===== src/rtl/ice_main_osc_stab.sv =====
// ICE-side main-oscillator stabilization monitor: counts synchronized CPUTMCLK edges,
// reports OSTC/MSTAB, drives the CPUMCLK source select and flags oscillation loss.
module ice_main_osc_stab #(
  parameter int SYNC_STAGES = 2,
  parameter int TMO_W       = 8,
  parameter int TMO_CYC     = 200
) (
  input  logic       CLK,
  input  logic       RESET,
  input  logic       CPUTMCLK,
  input  logic       OSCSEL,
  input  logic       MSTOP,
  input  logic [2:0] OSTS,
  output logic [7:0] OSTC,
  output logic       MSTAB,
  output logic       CPUMCLK_SEL,
  output logic       OSC_FAIL,
  output logic       OSC_LOST
);

  localparam logic [17:0]      CNT_MAX = 18'h3FFFF;
  localparam logic [TMO_W-1:0] TMO_LIM = TMO_W'(TMO_CYC);

  typedef enum logic [1:0] {IDLE, COUNT, STABLE, FAIL} state_t;

  function automatic logic [17:0] thr(input logic [2:0] n);
    case (n)
      3'd0:    thr = 18'h00100;
      3'd1:    thr = 18'h00200;
      3'd2:    thr = 18'h00400;
      3'd3:    thr = 18'h00800;
      3'd4:    thr = 18'h02000;
      3'd5:    thr = 18'h08000;
      3'd6:    thr = 18'h20000;
      default: thr = 18'h3FFFF;
    endcase
  endfunction

  logic [SYNC_STAGES-1:0] sync_q;
  logic                   hist_q;
  logic                   edge_p;
  state_t                 state, state_nx;
  logic [17:0]            cnt_q;
  logic [TMO_W-1:0]       tmo_q;
  logic [2:0]             osts_q;
  logic [7:0]             ostc_q, ostc_nx;
  logic                   fail_q, lost_q;
  logic                   exit_req, tmo_hit, thr_hit, clr;

  always_ff @(posedge CLK or posedge RESET) begin
    if (RESET) begin
      sync_q <= '0;
      hist_q <= 1'b0;
    end else begin
      sync_q <= {sync_q[SYNC_STAGES-2:0], CPUTMCLK};
      hist_q <= sync_q[SYNC_STAGES-1];
    end
  end

  assign edge_p   = sync_q[SYNC_STAGES-1] & ~hist_q;
  assign exit_req = ~OSCSEL | MSTOP;
  // An edge in the same cycle as the limit rescues the oscillator.
  assign tmo_hit  = (tmo_q == TMO_LIM) & ~edge_p;
  assign thr_hit  = cnt_q >= thr(osts_q);
  assign clr      = (state == IDLE) | (state_nx == IDLE);

  always_comb begin
    state_nx = state;
    case (state)
      IDLE:    if (!exit_req) state_nx = COUNT;
      COUNT:   if (exit_req) state_nx = IDLE;
               else if (tmo_hit) state_nx = FAIL;
               else if (thr_hit) state_nx = STABLE;
      STABLE:  if (exit_req) state_nx = IDLE;
               else if (tmo_hit) state_nx = FAIL;
      FAIL:    if (exit_req) state_nx = IDLE;
      default: state_nx = IDLE;
    endcase
  end

  always_comb begin
    ostc_nx = '0;
    for (int n = 0; n < 8; n++) ostc_nx[n] = cnt_q >= thr(3'(n));
  end

  always_ff @(posedge CLK or posedge RESET) begin
    if (RESET) begin
      state  <= IDLE;
      cnt_q  <= '0;
      tmo_q  <= '0;
      osts_q <= '0;
      ostc_q <= '0;
      fail_q <= 1'b0;
      lost_q <= 1'b0;
    end else begin
      state  <= state_nx;
      fail_q <= (state_nx == FAIL) && (state != FAIL);
      lost_q <= (state_nx == FAIL);
      ostc_q <= clr ? 8'h00 : ostc_nx;
      if (state == IDLE && state_nx == COUNT) osts_q <= OSTS;
      if (clr) begin
        cnt_q <= '0;
        tmo_q <= '0;
      end else if (state == COUNT || state == STABLE) begin
        if (edge_p && cnt_q != CNT_MAX) cnt_q <= cnt_q + 18'd1;
        if (edge_p) tmo_q <= '0;
        else if (tmo_q != TMO_LIM) tmo_q <= tmo_q + TMO_W'(1);
      end
    end
  end

  assign OSTC        = ostc_q;
  assign MSTAB       = (state == STABLE);
  assign CPUMCLK_SEL = (state == STABLE);
  assign OSC_FAIL    = fail_q;
  assign OSC_LOST    = lost_q;

endmodule

===== config.mk =====
export PLATFORM = sky130hd
export DESIGN_NAME = ice_main_osc_stab
export DESIGN_NICKNAME = d
export VERILOG_FILES = /design/src/rtl/ice_main_osc_stab.sv
export SDC_FILE = /design/constraint.sdc
export NUM_CORES = 1
export LEC_CHECK = 0
export CAP_MARGIN = 20
export CORE_ASPECT_RATIO = 0.6
export CORE_MARGIN = 2
export CORE_UTILIZATION = 40
export DETAILED_ROUTE_END_ITERATION = 8
export PLACE_DENSITY = 0.55
export SLEW_MARGIN = 10
export SYNTH_ARGS = -nofsm -noshare
export SYNTH_HDL_FRONTEND = slang
export SYNTH_SLANG_ARGS = --single-unit

===== constraint.sdc =====
create_clock -name CLK -period 8.6 [get_ports CLK]
set_clock_uncertainty 0.15 [all_clocks]
set_input_delay 0.86 -clock CLK [delete_from_list [all_inputs] [get_ports CLK]]
set_output_delay 0.86 -clock CLK [all_outputs]
set_load 0.02 [all_outputs]

; ---- Word-level counts from Yosys, hierarchy flattened
; Cells that the tools add are included.
[word_totals]
out_inout_bits = 12
reg_bits = 44
word_cells = 71
inputBits = 8
[op_classes]
n_eq_ne = 15
mux = 17
n_addsub = 2
n_lt_le_gt_ge = 9
bitwise_logic = 7
n_reduce_logical = 12
[ops]
columns = operator, n
row1 = $pmux 18 s7, 1
row2 = $mux 18, 3
row3 = $mux 8, 5
row4 = $ge 18x18->1 const B, 2
row5 = $add 18x1->18 const B, 1
row6 = $ge 18x10->1 const B, 1
row7 = $ge 18x11->1 const B, 1
row8 = $ge 18x12->1 const B, 1
row9 = $ge 18x14->1 const B, 1
row10 = $ge 18x16->1 const B, 1
row11 = $ge 18x18->1, 1
row12 = $ge 18x9->1 const B, 1
row13 = $ne 18x18->1 const B, 1
row14 = $mux 2, 7
row15 = $eq 3x3->1 const B, 3
row16 = $add 8x1->8 const B, 1
row17 = $eq 8x8->1 const B, 1
row18 = $ne 8x8->1 const B, 1
row19 = $pmux 2 s4, 1
row20 = $eq 2x2->1 const B, 3
row21 = $eq 3x2->1 const B, 2
row22 = $eq 2x1->1 const B, 2
row23 = $logic_not 2->1, 2
row24 = $reduce_and 2->1, 2
row25 = other kinds (10), 17

; ---- Longest topological paths before layout
; Gate-level depths: netlist (run 1).
[logic_depth]
word_depth = 11
depth_mapped = 12
depth_no_buf = 10

; ---- Least setup slack after synthesis (run 1)
; No wires, ideal clock.
[synth_timing]
path_kind = reg-to-reg
start = reg osts_q[2]
end = reg ostc_q[1] (netlist: OSTC[1])
period_less_slack_ns = 3.044
path_buffers = 2
stages_incl_launch_ff = 13
setup_ns = 0.150
arrival_time_ns = 2.745
setup_slack_ns = 5.556
required_time_ns = 8.300
cell_sequence = dfrtp_1 clkbuf_1 nand3_1 inv_1 nor2_1 ha_1 a21o_1 a221o_1 a22oi_1 o211ai_1 o21ai_2 buf_6 a211oi_2
[synth_via]
elab_chain_cells = 10
word_cells_on_any_way = 16
classes_between = 1 x order compare / 6 x eq/ne / 6 x mux / 1 x bitwise / 2 x reduce/logical
[synth_lines]
columns = element, line_no
row1 = start: declaration, 45  ; logic [2:0] osts_q;
row2 = start signal: assignment, 91  ; osts_q <= '0;
row3 = start signal: assignment, 100  ; if (state == IDLE && state_nx == COUNT) osts_q <= OSTS;
row4 = "$eq 3x3->1, or another cell as far along", 27  ; case (n)
row5 = $pmux 18 s7 *, 27
row6 = $ge 18x18->1 *, 64  ; assign thr_hit = cnt_q >= thr(osts_q);
row7 = $mux 2 *, 73  ; else if (thr_hit) state_nx = STABLE;
row8 = $mux 2 *, 72  ; else if (tmo_hit) state_nx = FAIL;
row9 = $mux 2 *, 71  ; COUNT: if (exit_req) state_nx = IDLE;
row10 = $pmux 2 s4 *, 69  ; case (state)
row11 = $logic_not 2->1 *, 65  ; assign clr = (state == IDLE) | (state_nx == IDLE);
row12 = $or 1x1->1 *, 65
row13 = $mux 8 *, 99  ; ostc_q <= clr ? 8'h00 : ostc_nx;
row14 = end signal: assignment, 99
row15 = end: declaration, 46  ; logic [7:0] ostc_q, ostc_nx;
; Mark *: on every way between the ends. The rest lies on a longest branch, timed or not.
; A chain may end at the register's enable or synchronous reset.

; ---- Final worst setup path (run 1)
[layout_timing]
start = reg osts_q[1]
end = reg ostc_q[0] (netlist: OSTC[0])
; Same word-level chain as after synthesis.

==> flow_summary.toml, run 1 <==
[run_status]
outcome = "complete, no violations"

[logic_synthesis]
syn_nets = 341
syn-cell-area_mm2 = 0.003093
synthCells = 307
yosys_register_bits = 44
syn_avg_cell_area_um2 = 10.07
synthArstFlopShare_pct = 100.0
synth_edf_count = 0
ys_warn_count = 0
yosysSeqAreaShare_pct = 35.60
ys_types = 54
synthFlopType = "dfrtp_1"

[hold_path]
hold_path_class = "reg2reg"
hold_path_depth = 0

[cts]
hold_buffers = 0
h-tree-depth = 2
cts_buffers = 5
clk_pin_slew_ns = 0.07
post_cts_buffers = 0
cts_resized = 0
tritoncts = "built"
cts_num_sinks = 44
ctsLongestPathBuffers = 2
clk_latency_ns = 0.29
clockRootBuffer = "clkbuf_16"

[final_layout]
seq_area_mm2 = 0.001101
nNetsFinal = 353
multi_input_comb_area_mm2 = 0.001843
layout_commonest_cell = "dfrtp_1"
area_growth_pct = 13.19
final_cell_mix = "dfrtp_1, a211oi_2, ha_1"
drive_above_1_share_pct = 18.44
antenna_cells = 0
nFillCells = 719

[sta]
hold_viol = 0
relSlewSlack_pct = 37.06
holdWs_ns = 0.2023
worst_pin_slew_ns = 0.9427
grt_setup_unrepaired = "no"
period_share_pct = 41.93
finalSetupTns_ns = 0
drv_slew = 0
setup_viol = 0
max_freq_mhz = 277.3
final.min_clock_period_ns = 3.606

[setup_path]
path_class = "reg2reg"
rr_worst_depth = 11
crit_path_end_kind = "flip-flop"
path_cells = "nand3_1 -> inv_1 -> nor2_1 -> ha_1 -> a21o_1 -> a221o_1 -> a22oi_1 -> o211ai_1 -> o21ai_4 -> buf_4 -> a221oi_1"
cpLargestDelayFamily = "compound AO/OA/AOI/OAI gates"
startpoint = "osts_q[1]$_DFFE_PP0P_"
slowest_delay_ns = 0.48
worstPathMaxFanout = 25
reg2reg_slack_ns = 4.99
crit_slowest_cell = "dfrtp_1"
critPathRequiredTime_ns = 8.59
cp.arrival_ns = 3.60
regToRegStartpoint = "osts_q[1]$_DFFE_PP0P_"
worst_setup_path_start_kind = "flip-flop"
crit_buf_inv = 2
endpoint = "OSTC[0]$_DFF_PP0_"
r2r_end = "OSTC[0]$_DFF_PP0_"
path_depth = 11

[routing]
viasPerCell = 5.479
drc = 0
routed_wirelength_um = 6992
wl_per_cell_um = 16.49
drtIter0Drc = 135
vias = 2323
drtAntennaViolNets = 0
dr.pass1.iters = 4

[run]
cap_violations = 0

[grt]
grt_overflow = 0
track_usage_pct = 17.59
grt_pass1_vias = 2157
grt_pass1_wl_um = 11570
grt_start_max_net_pins = 45
antenna_found_initial = 0

[place]
io_buffers = 19
place_congestion = 0.8498
post-dp-hpwl_um = 4962

[floorplan]
fp.coreArea_mm2 = 0.007387
die_area_mm2 = 0.008475
die_x_um = 117.5
die_h_um = 72.12
rows = 24
start_util_pct = 41.87
ioPinCount = 20

[power_and_ir_drop]
powerDensity_mw_per_mm2 = 199.0
p_leak_nw = 1.292
vdd_drop_max_v = 0.00007605
[how the worst min path moves through the flow]
stage,startpoint,to
after floorplan,sync_q[0]$_DFF_PP0_,sync_q[1]$_DFF_PP0_
after global placement,sync_q[0]$_DFF_PP0_,sync_q[1]$_DFF_PP0_
after detailed placement,sync_q[0]$_DFF_PP0_,sync_q[1]$_DFF_PP0_
after CTS,sync_q[0]$_DFF_PP0_,sync_q[1]$_DFF_PP0_
after global routing,sync_q[0]$_DFF_PP0_,sync_q[1]$_DFF_PP0_
final,sync_q[0]$_DFF_PP0_,sync_q[1]$_DFF_PP0_
[flip-flops by register name (all words and copies together) (netlist names)]
name      flops
cnt_q        18
state         2
OSC_LOST      1
osts_q        3
OSC_FAIL      1
tmo_q         8
OSTC          8
sync_q        2
hist_q        1
[through the flow]
step / cells / power [mW] / util (%) / area [um2] / worst slack, ns
finish: 424 / 0.6967 / 47.39 / 3501 / 4.994
global placement: 416 / 0.4996 / 45.36 / 3351 / 5.097
global route: 424 / 0.7423 / 47.39 / 3501 / 4.714
floorplan: 307 / 0.4415 / - / 3093 / 5.556
CTS: 424 / 0.7053 / 47.39 / 3501 / 4.974
detailed placement: 416 / 0.5011 / 45.36 / 3351 / 4.990
[metal layers]
metal | part of all wire, % | wire length [um] | up-vias | track usage, %
met3 | 6.2 | 436 | 5 | 4.953
met5 | 0 | 0 | - | 0
met1 | 56 | 3903 | 1117 | 27.90
met4 | 0.73 | 51 | 0 | 4.016
li1 | - | - | 1147 | -
met2 | 37 | 2601 | 54 | 23.13
[power by group]
group / switching, mW / total [mW] / internal [mW]
combinational: 0.169 / 0.259 / 0.0904
clock: 0.0832 / 0.199 / 0.116
sequential: 0.0204 / 0.238 / 0.218
total: 0.272 / 0.697 / 0.424
[final cells by class]
class | count | share of cell area, %
multi-input combinational | 229 | 52.64
sequential | 44 | 31.45
timing repair buffer | 22 | 6.076
clock buffer | 7 | 4.074
tap | 104 | 3.717
inverter | 17 | 1.823
clock inverter | 1 | 0.2144
[Yosys cell counts, drive strengths merged, types with 8 or more instances]
cell	instances	area, um2
buf	9	72.57
dfrtp	44	1101
nor3	16	111.4
a21oi	21	108.9
nand3	8	40.04
inv	17	63.81
nor2	16	60.06
nand2	24	90.09
o21ai	10	53.80
ha	26	325.3
a211oi	30	370.4
xnor2	18	157.7
clkbuf	8	30.03
[kinds of logic after synthesis]
group                    synth area share [%]
buffers and inverters                   5.380
multiplexers                            1.416
AO/OA/AOI/OAI                           21.80
AND/OR/NAND/NOR                         19.62
XOR/XNOR                                5.663
flip-flops                              35.60
adder cells (fa/ha/maj)                 10.52
(Power assumes the default switching activity.)
==> run 2: changes to the inputs <==
- PLACE_DENSITY: 0.55 -> 0.57
- clock period: 8.6 -> 3 ns (I/O delays scaled with it)
==> run 2 against run 1 <==
Sequential power rose to 2.9 times the previous value. Fmax up 24%. Wire length rose by 6.4%. Highest routed layer unchanged. Non-clock buffer count is 26 higher. Global-route usage about the same. Core utilization up 4.5 points. Setup slack lost 4.9 ns. Critical path depth grew 1. Register-to-register slack worse by 4.9 ns.
==> flow_summary.toml, run 2 (synthesis gave the netlist of run 1 again) <==
[run_status]
outcome = "complete, no violations"

[routing]
routed_wirelength_um = 7436
wl_per_cell_um = 16.52
drtIter0Drc = 219
dr.pass1.iters = 4
viasPerCell = 5.433
vias = 2445
drc = 0
drtAntennaViolNets = 0

[grt]
grt_pass1_wl_um = 11750
track_usage_pct = 17.60
grt_overflow = 0
grt_pass1_vias = 2207
antenna_found_initial = 0
grt_start_max_net_pins = 34

[setup_path]
rr_worst_depth = 12
cp.arrival_ns = 2.90
crit_buf_inv = 3
path_depth = 12
cpLargestDelayFamily = "compound AO/OA/AOI/OAI gates"
worst_setup_path_start_kind = "flip-flop"
path_cells = "buf_4 -> xnor2_1 -> nand2_1 -> ha_1 -> and3_4 -> a221o_1 -> a22oi_2 -> o211ai_1 -> o21ai_4 -> buf_12 -> buf_12 -> a221oi_1"
worstPathMaxFanout = 6
path_class = "reg2reg"
slowest_delay_ns = 0.44
critPathRequiredTime_ns = 2.99
crit_path_frequent_cell = "buf_12"
crit_slowest_cell = "dfrtp_1"
crit_path_end_kind = "flip-flop"

[sta]
relSlewSlack_pct = 59.74
drv_slew = 0
hold_viol = 0
period_share_pct = 96.86
grt_setup_unrepaired = "yes"
final.min_clock_period_ns = 2.906
worst_pin_slew_ns = 0.6030
max_freq_mhz = 344.1
fin_ws_ns = 0.09416
setup_viol = 0

[place]
post-dp-hpwl_um = 5134
dp_cells = 432
place_ws_ns = 0.03725
io_buffers = 19
dpl_cell_area_mm2 = 0.003513
place_congestion = 0.9319

[floorplan]
rows = 24
start_util_pct = 41.87
fp.coreArea_mm2 = 0.007387
ioPinCount = 20
die_x_um = 117.5
die_area_mm2 = 0.008475
die_h_um = 72.12

[final_layout]
antenna_cells = 0
area_growth_pct = 23.99
fin_util_pct = 51.91
nNetsFinal = 379
layout_commonest_cell = "dfrtp_1"
fin_area_mm2 = 0.003835
largest_register = "cnt_q"
largest_register_ffs = 18
drive_above_1_share_pct = 26.01
final_cell_mix = "dfrtp_1, a211oi_2, ha_1"
fin_cells = 450

[cts]
ctsLongestPathBuffers = 2
tritoncts = "built"
cts_buffers = 5
clockRootBuffer = "clkbuf_16"
clk_pin_slew_ns = 0.06
cts_num_sinks = 44
h-tree-depth = 2
clk_latency_ns = 0.29

[hold_path]
hold_path_class = "reg2reg"
hold_path_depth = 0

[power_and_ir_drop]
internal_power_mw = 1.345
power_frac_comb_pct = 43.0
clockPowerShare_pct = 25.7
power_switching_mw = 0.8395
swShare_pct = 38.42
powerDensity_mw_per_mm2 = 569.7
vdd_drop_max_v = 0.0002579
power_frac_seq_pct = 31.3
finalPower_mw = 2.185
p_leak_nw = 1.474

[run]
cap_violations = 0
## run 2: changes by cell type in the layout (fill, tap and decap cells not counted), moves of 2 or more
cell,change
nor3_2,+2
nor3_1,-2
clkbuf_16,+2
buf_6,+3
buf_4,+16
buf_12,+5
## run 2: area by class of cell
| type | instances | area, um2 |
|---|---|---|
| multi-input cells | 229 | 1876 |
| well taps | 104 | 130.1 |
| flip-flops and latches | 44 | 1102 |
| fillers | 686 | 3552 |
| inverters | 17 | 63.81 |
| repair buffers | 48 | 516.7 |
| clock buffers | 8 | 146.4 |
## run 2: repair_timing
| action | CTS | global route |
|---|---|---|
| resized for setup | 0 | 11 |
| hold buffers | 0 | 0 |
| buffers inserted | 0 | 7 |
| setup endpoints to repair | 0 | 36 |
| hold endpoints to repair | 0 | 0 |
## run 2: metrics by stage
step	hold WS (ns)	TNS [ns]
final	0.2004	0
after global routing	0.2152	-1.050
after CTS	0.2020	0
after detailed placement	0.1879	0
after global placement	0.1871	0
after floorplan	0.1812	0
## run 2: worst paths after layout
kind                                  startpoint                    end  slack [ns]
max                        osts_q[1]$_DFFE_PP0P_   tmo_q[5]$_DFFE_PP0P_        0.09
min                          sync_q[0]$_DFF_PP0_    sync_q[1]$_DFF_PP0_        0.20
max reg2reg                osts_q[1]$_DFFE_PP0P_   tmo_q[5]$_DFFE_PP0P_        0.09
min reg2reg                  sync_q[0]$_DFF_PP0_    sync_q[1]$_DFF_PP0_        0.20
max in group asynchronous                  RESET  cnt_q[12]$_DFFE_PP0P_        1.85
min in group asynchronous                  RESET  osts_q[2]$_DFFE_PP0P_        0.26
## run 2: power by group through the flow
stage	sequential (mW)	clock, mW	combinational, mW
after floorplan	0.650	0	0.621
after global placement	0.681	0	0.839
final	0.684	0.561	0.940
after global routing	0.689	0.598	1.03
after CTS	0.671	0.569	0.847
after detailed placement	0.682	0	0.843
## run 2: per-layer routing
layer  share of wire (%)  global-route usage [%]
met1                  55                   28.85
met2                  40                   23.00
met3                 4.6                   4.088
met4                0.39                   3.213
met5                   0                       0
